$ cat src/rtl/ysyx_23060286_imm_pkg.sv
// Shared definitions for the IDU immediate stage: type codes and width helpers.
package ysyx_23060286_imm_pkg;

    localparam int IMM_TYPE_W = 3;

    localparam logic [IMM_TYPE_W-1:0] IMM_NONE = 3'b000;
    localparam logic [IMM_TYPE_W-1:0] IMM_U    = 3'b001;
    localparam logic [IMM_TYPE_W-1:0] IMM_J    = 3'b010;
    localparam logic [IMM_TYPE_W-1:0] IMM_B    = 3'b011;
    localparam logic [IMM_TYPE_W-1:0] IMM_I    = 3'b100;
    localparam logic [IMM_TYPE_W-1:0] IMM_S    = 3'b101;
    localparam logic [IMM_TYPE_W-1:0] IMM_Z    = 3'b110;
    localparam logic [IMM_TYPE_W-1:0] IMM_SH   = 3'b111;

    function automatic bit xlenLegal(input int xlen);
        return (xlen == 32) || (xlen == 64);
    endfunction

endpackage

$ cat src/rtl/ysyx_23060286_imm_ext.sv
// Combinational immediate extractor: picks fields out of a raw instruction and
// extends them to XLEN, flagging unsupported types or illegal encodings.
module ysyx_23060286_imm_ext
    import ysyx_23060286_imm_pkg::*;
#(
    parameter int XLEN = 32
) (
    input  logic [31:0]           inst,
    input  logic [IMM_TYPE_W-1:0] immType,
    output logic [XLEN-1:0]       imm,
    output logic                  err
);

    // Sign-extended types start from a sign-filled word and overwrite the low field.
    always_comb begin
        imm = '0;
        err = 1'b0;
        unique case (immType)
            IMM_I: begin
                imm = {XLEN{inst[31]}};
                imm[11:0] = inst[31:20];
            end
            IMM_S: begin
                imm = {XLEN{inst[31]}};
                imm[11:0] = {inst[31:25], inst[11:7]};
            end
            IMM_B: begin
                imm = {XLEN{inst[31]}};
                imm[12:0] = {inst[31], inst[7], inst[30:25], inst[11:8], 1'b0};
            end
            IMM_U: begin
                imm = {XLEN{inst[31]}};
                imm[31:0] = {inst[31:12], 12'b0};
            end
            IMM_J: begin
                imm = {XLEN{inst[31]}};
                imm[20:0] = {inst[31], inst[19:12], inst[20], inst[30:21], 1'b0};
            end
            IMM_Z: imm[4:0] = inst[19:15];
            IMM_SH: begin
                if (XLEN == 64) begin
                    imm[5:0] = inst[25:20];
                end else begin
                    // shamt[5] is reserved on RV32; still report the low 5 bits
                    imm[4:0] = inst[24:20];
                    err = inst[25];
                end
            end
            default: err = 1'b1;
        endcase
    end

endmodule

$ cat src/rtl/ysyx_23060286_imm_stage.sv
// Registered immediate stage with a 2-entry skid buffer (main M + skid K) and flush.
module ysyx_23060286_imm_stage
    import ysyx_23060286_imm_pkg::*;
#(
    parameter int XLEN  = 32,
    parameter int TAG_W = 32
) (
    input  logic                  clk,
    input  logic                  rst,
    input  logic                  flush,
    input  logic                  in_valid,
    output logic                  in_ready,
    input  logic [31:0]           in_inst,
    input  logic [IMM_TYPE_W-1:0] in_immtype,
    input  logic [TAG_W-1:0]      in_tag,
    output logic                  out_valid,
    input  logic                  out_ready,
    output logic [XLEN-1:0]       out_imm,
    output logic [IMM_TYPE_W-1:0] out_immtype,
    output logic [TAG_W-1:0]      out_tag,
    output logic                  out_err
);

    if (!xlenLegal(XLEN)) begin : gBadXlen
        $error("ysyx_23060286_imm_stage: XLEN must be 32 or 64");
    end

    typedef struct packed {
        logic [XLEN-1:0]       imm;
        logic [IMM_TYPE_W-1:0] immType;
        logic [TAG_W-1:0]      tag;
        logic                  err;
    } entry_t;

    entry_t inEnt, mEnt, kEnt;
    logic   mValid, kValid;
    logic   accept, outFire;

    ysyx_23060286_imm_ext #(.XLEN(XLEN)) uExt (
        .inst    (in_inst),
        .immType (in_immtype),
        .imm     (inEnt.imm),
        .err     (inEnt.err)
    );

    assign inEnt.immType = in_immtype;
    assign inEnt.tag     = in_tag;

    assign in_ready = !kValid;
    assign accept   = in_valid && in_ready && !flush;
    assign outFire  = mValid && out_ready;

    always_ff @(posedge clk) begin
        if (rst) begin
            mValid <= 1'b0;
            kValid <= 1'b0;
            mEnt   <= '0;
            kEnt   <= '0;
        end else if (flush) begin
            mValid <= 1'b0;
            kValid <= 1'b0;
        end else if (!mValid || outFire) begin
            // K is older than anything upstream, so it refills M first
            if (kValid) begin
                mEnt   <= kEnt;
                mValid <= 1'b1;
                kValid <= 1'b0;
            end else if (accept) begin
                mEnt   <= inEnt;
                mValid <= 1'b1;
            end else begin
                mValid <= 1'b0;
            end
        end else if (accept) begin
            kEnt   <= inEnt;
            kValid <= 1'b1;
        end
    end

    assign out_valid   = mValid;
    assign out_imm     = mEnt.imm;
    assign out_immtype = mEnt.immType;
    assign out_tag     = mEnt.tag;
    assign out_err     = mEnt.err;

endmodule

$ cat config.mk
export PLATFORM = sky130hd
export DESIGN_NAME = ysyx_23060286_imm_stage
export DESIGN_NICKNAME = d
export VERILOG_FILES = /design/src/rtl/ysyx_23060286_imm_pkg.sv /design/src/rtl/ysyx_23060286_imm_ext.sv /design/src/rtl/ysyx_23060286_imm_stage.sv
export SDC_FILE = /design/constraint.sdc
export NUM_CORES = 1
export LEC_CHECK = 0
export CAP_MARGIN = 0
export CORE_ASPECT_RATIO = 0.6
export CORE_MARGIN = 4
export CORE_UTILIZATION = 45
export DETAILED_ROUTE_END_ITERATION = 10
export PLACE_DENSITY = 0.88
export SYNTH_ARGS = -nofsm -noshare
export SYNTH_HDL_FRONTEND = slang
export SYNTH_SLANG_ARGS = --single-unit
$ cat constraint.sdc
create_clock -name clk -period 1.7 [get_ports clk]
set_input_delay 0.34 -clock clk [delete_from_list [all_inputs] [get_ports clk]]
set_output_delay 0.34 -clock clk [all_outputs]
set_load 0.02 [all_outputs]
Word level (Yosys, flattened, before mapping):

Cells that the tools add are included.

* register bits: 138
* word-level logic and storage cells: 41
* input port bits: 72

* reductions and logical operators: 15
* bitwise logic cells: 2
* equal/unequal tests: 7
* multiplexer cells: 7

Operator list (count)
* $mux W68: 2
* $pmux W27 S4: 1
* $pmux W5 S5: 1
* $eq A3 B3 Y1 const B: 4
* $eq A3 B2 Y1 const B: 2
* $reduce_and A3 Y1: 2
* $reduce_or A2 Y1: 3
* $reduce_or A6 Y1: 1
* $eq A3 B1 Y1 const B: 1
* $logic_and A1 B1 Y1: 3
* $logic_not A1 Y1: 3
* $reduce_or A3 Y1: 1
* $mux W1: 2
* $not A1 Y1: 2
* $pmux W1 S2: 1
* $reduce_bool A2 Y1: 1
* $logic_or A1 B1 Y1: 1

Logic depth before layout (Yosys ltp):

* depth after elaboration: 5
* gate-level depth with buffers: 7

By module:

From an unflattened synthesis, not the netlist that was laid out.

* cells, all modules: 711
* area, all modules: 7010.5 sq um

By module, submodules not included
* ysyx_23060286_imm_stage: instances 1, cells each 617, area an instance 6302.3 sq um
* ysyx_23060286_imm_ext: instances 1, cells each 94, area an instance 708.2 sq um

Least setup slack after synthesis:

OpenSTA, ideal clock, no wires.

* path kind: register to register
* start: register mValid (netlist: out_valid)
* end: register mEnt (netlist bit out_imm[12])
* setup slack: 0.026 ns
* arrival: 1.601 ns
* clock period less this slack: 1.674 ns
* cell stages (with the launch flop): 7
* library setup time: 0.073 ns
* path through: dfxtp_1 > nand2b_2 > or3b_1 > buf_2 > or3_1 > buf_4 > o211ai_2

* longest elaborated chain between the ends: 3

Ends and longest elaborated chain
* start, declared: RTL line ysyx_23060286_imm_stage.sv:36 `logic mValid, kValid;`
* start signal, assigned: RTL line ysyx_23060286_imm_stage.sv:55 `mValid <= 1'b0;`
* start signal, assigned: RTL line ysyx_23060286_imm_stage.sv:60 `mValid <= 1'b0;`
* start signal, assigned: RTL line ysyx_23060286_imm_stage.sv:66 `mValid <= 1'b1;`
* $logic_not A1 Y1 or $logic_and A1 B1 Y1 (tied branches): RTL line ysyx_23060286_imm_stage.sv:62, ysyx_23060286_imm_stage.sv:51
* $logic_or A1 B1 Y1 (*): RTL line ysyx_23060286_imm_stage.sv:62 `end else if (!mValid || outFire) begin`
* $reduce_and A3 Y1 (no line) (*)
* end signal, assigned: RTL line ysyx_23060286_imm_stage.sv:65 `mEnt <= kEnt;`
* end signal, assigned: RTL line ysyx_23060286_imm_stage.sv:69 `mEnt <= inEnt;`
* end, declared: RTL line ysyx_23060286_imm_stage.sv:35 `entry_t inEnt, mEnt, kEnt;`

Every way passes the cells marked *; elsewhere a longest branch is shown, timed or not.
A chain may end at the register's enable or synchronous reset.

Worst setup path after layout:

* start: input out_ready
* end: register mEnt (netlist bit out_imm[14])

* longest elaborated chain between the ends: 3

Ends and longest elaborated chain
* start, declared: RTL line ysyx_23060286_imm_stage.sv:17 `input logic out_ready,`
* $logic_and A1 B1 Y1: RTL line ysyx_23060286_imm_stage.sv:51 `assign outFire = mValid && out_ready;`
* $logic_or A1 B1 Y1: RTL line ysyx_23060286_imm_stage.sv:62
* $reduce_and A3 Y1 (no line)

No other way between the ends.

==> flow_summary.json <==
{
  "wire_length_of_the_first_global_routing_pass_um": 27800,
  "numPortBuffers": 134,
  "crit_path_start_kind": "primary input",
  "post-synth-top-area-cell": "sky130_fd_sc_hd__dfxtp_1",
  "synth_edf_count": 0,
  "timing.hold.worst_path_depth": 3,
  "crit_fanout": 8,
  "post_route_cells_drive_above_1_share": 0.142,
  "synthDominantCellAreaShare": 0.458,
  "max_slew_margin": 0.658,
  "finalHoldViolCount": 0,
  "clk_transition_reported_paths_ps": 60,
  "crit_type": "primary input to register",
  "grt_start_max_net_pins": 52,
  "coreArea_um2": 13000,
  "vias_in_the_first_global_route": 5452,
  "min_delay_worst_endpoint": "kEnt[48]$_SDFFE_PP0P_",
  "cp.required_ps": 2040,
  "r2r.worst_path.cells": 5,
  "synth.yosys.warnings": 0,
  "clock_tree.buffer_depth": 2,
  "clkSinkCount": 138,
  "r2r-start": "kValid$_SDFFE_PP0P_",
  "final_gp_congestion": 0.880,
  "drt-initial-drc-count": 487,
  "synth_cells": 713,
  "worst_r2r_endpoint": "kEnt[58]$_SDFFE_PP0P_",
  "setup-violations-final": 0,
  "grt_overflow": 0,
  "wl_per_cell_um": 17.2,
  "ys_top_cells_by_count": "sky130_fd_sc_hd__dfxtp_1, sky130_fd_sc_hd__nand2_1, sky130_fd_sc_hd__nor2_1, sky130_fd_sc_hd__a21oi_1, sky130_fd_sc_hd__mux2i_1",
  "hold_path.class": "primary input to register",
  "die_h_um": 97.7,
  "setup_repair_after_global_routing_missed_its_margin": "yes",
  "total_cts_buffers": 17,
  "timing.critical_path.to_type": "register",
  "arrival_ps": 2010,
  "dp.cells": 1009,
  "hpwlAfterDp_um": 12200,
  "p_sw_mw": 2.11,
  "htree_levels": 4,
  "standard_cell_row_count": 32,
  "postSynthNetCount": 785,
  "syn-cell-area_um2": 6040,
  "worstMarginPinSlew_ps": 512,
  "via_per_inst": 5.58,
  "timing.reg2reg.setup_slack_ps": 70,
  "synth_seq_cells": 138,
  "seqPwrFrac": 0.401,
  "final_period_minus_worst_setup_slack_ps": 1670,
  "max_freq_ghz": 0.598,
  "drv_cap": 0,
  "dieArea_um2": 15400,
  "top_level_ports": 142,
  "nets": 934,
  "crit_path_start": "out_ready",
  "worst_hold_startpoint": "rst",
  "synthArstFlopShare": 0,
  "drt-total-wl_um": 18000,
  "worstSkewPairLatency_ps": 410,
  "filler_cell_count": 1051,
  "synthesis.area_per_instance_um2": 8.47,
  "floorplan.initialDensity": 0.465,
  "count_of_unresolved_drc_violations_after_routing": 0,
  "flow.area_growth_from_synthesis_pct": 42.6,
  "routed-via-count": 5831,
  "postCtsHoldBufs": 0,
  "finish.cell_count_without_fillers": 1045,
  "fin_skew_ps": 8.76,
  "gr-usage-all-layers": 0.221,
  "fin_total_pwr_mw": 8.48,
  "antenna-diode-count": 0,
  "cts_root_buffer": "sky130_fd_sc_hd__clkbuf_16",
  "power.density_cell_area_nw_per_um2": 985,
  "tritoncts": "yes",
  "die_width_um": 158,
  "final-max-slew-violation-count": 0,
  "finalCritPeriodShare": 0.983,
  "outcome": "completed",
  "leakagePower_nw": 3.49,
  "clock_power_share": 0.465,
  "combinationalPowerShare": 0.133,
  "drt_first_pass_iters": 5,
  "final.hold.worst_slack_ps": 402,
  "p_int_mw": 6.37,
  "ant_nets": 0,
  "synth.area.top_cells": "sky130_fd_sc_hd__dfxtp_1, sky130_fd_sc_hd__mux2i_1, sky130_fd_sc_hd__nand2_1",
  "number_of_antenna_violations_at_the_first_check_in_global_routing": 0,
  "synth_ff_type": "sky130_fd_sc_hd__dfxtp_1",
  "vdd_drop_max_uv": 690,
  "power.switching_fraction": 0.249,
  "synthMostInstantiatedCell": "sky130_fd_sc_hd__dfxtp_1",
  "synth.lib_cells_used.distinct": 34,
  "ys_seq_area_frac": 0.458
}
-- layout make-up --
cell class	count	area (um^2)	share of cell area
inverter	1	3.75	0.000436
sequential	138	2770	0.321
tap	170	213	0.0247
multi-input combinational	505	3060	0.356
clock buffer	18	439	0.0510
clock inverter	14	193	0.0224
timing repair buffer	199	1930	0.225
-- worst max-delay path, stage by stage --
cell	delay, ps
sky130_fd_sc_hd__clkdlybuf4s50_1	450
sky130_fd_sc_hd__nand2b_4	140
sky130_fd_sc_hd__or3b_1	390
sky130_fd_sc_hd__or3_1	310
sky130_fd_sc_hd__buf_4	200
sky130_fd_sc_hd__o211ai_2	170
-- cells in the final DEF (no fill, tap or decap), drive strengths merged, types with 8 or more instances in the layout --
master and n:
dfxtp 138, nand2 105, nor2 83, buf 64
a21oi 63, clkdlybuf4s50 62, dlygate4sd2 56, mux2i 54
a211oi 46, nor3 34, nand2b 29, clkbuf 21
o211ai 15, dlymetal6s2s 14, o221ai 11, nand3b 10
o21ai 10, a311oi 8, nand4b 8
-- flip-flops by register name, indices dropped and copies added (netlist names) --
register     flops
kEnt            68
out_imm         32
out_tag         32
out_immtype      3
kValid           1
out_err          1
out_valid        1
-- metrics by stage --
step / setup WS (ps) / cell area (um^2) / utilization / setup TNS [ps]
floorplan: 25.6 / 6040 / - / 0
global placement: -349 / 7870 / 0.607 / -35760
detailed placement: -465 / 7870 / 0.607 / -45010
CTS: 0.0927 / 8440 / 0.650 / 0
global route: -17.5 / 8610 / 0.664 / -24.1
finish: 29.0 / 8610 / 0.664 / 0
-- power groups by stage --
stage / clock, mW / combinational, mW / sequential (mW)
after floorplan: 0 / 0.432 / 3.59
after global placement: 0 / 1.11 / 3.47
after detailed placement: 0 / 1.13 / 3.48
after CTS: 3.99 / 1.09 / 3.40
after global routing: 4.15 / 1.21 / 3.42
final: 3.95 / 1.13 / 3.40
-- how the worst max path moves through the flow --
| stage | cells past startpoint | end | slack [ps] |
|---|---|---|---|
| floorplan | 6 | out_imm[12]$_SDFFE_PP0P_ | 30 |
| global placement | 6 | out_imm[13]$_SDFFE_PP0P_ | -350 |
| detailed placement | 7 | out_tag[3]$_SDFFE_PP0P_ | -470 |
| finish | 6 | out_imm[14]$_SDFFE_PP0P_ | 30 |
| global route | 8 | out_imm[22]$_SDFFE_PP0P_ | -20 |
| CTS | 1 | out_tag[8] | 0.09 |
-- cells by family after synthesis --
| family | Yosys count | synth area share |
|---|---|---|
| AND/OR/NAND/NOR | 283 | 0.214 |
| AO/OA/AOI/OAI | 166 | 0.187 |
| flip-flops | 138 | 0.458 |
| buffers and inverters | 70 | 0.0487 |
| multiplexers | 54 | 0.0895 |
| XOR/XNOR | 2 | 0.00290 |
-- what timing repair did --
action	CTS	global route
pin swaps	0	4
setup endpoints to repair	57	82
gates cloned	0	2
buffers inserted	0	2
resized for setup	58	34
-- metal layers --
metal  wire, um  global-route usage  vias to the layer above
li1           -                   -                     2819
met1       8160               0.326                     2740
met2       7990               0.326                      258
met3       1750              0.0632                       14
met4        123              0.0410                        0
met5          0                   0                        -
Power figures use the tool's default switching activity.
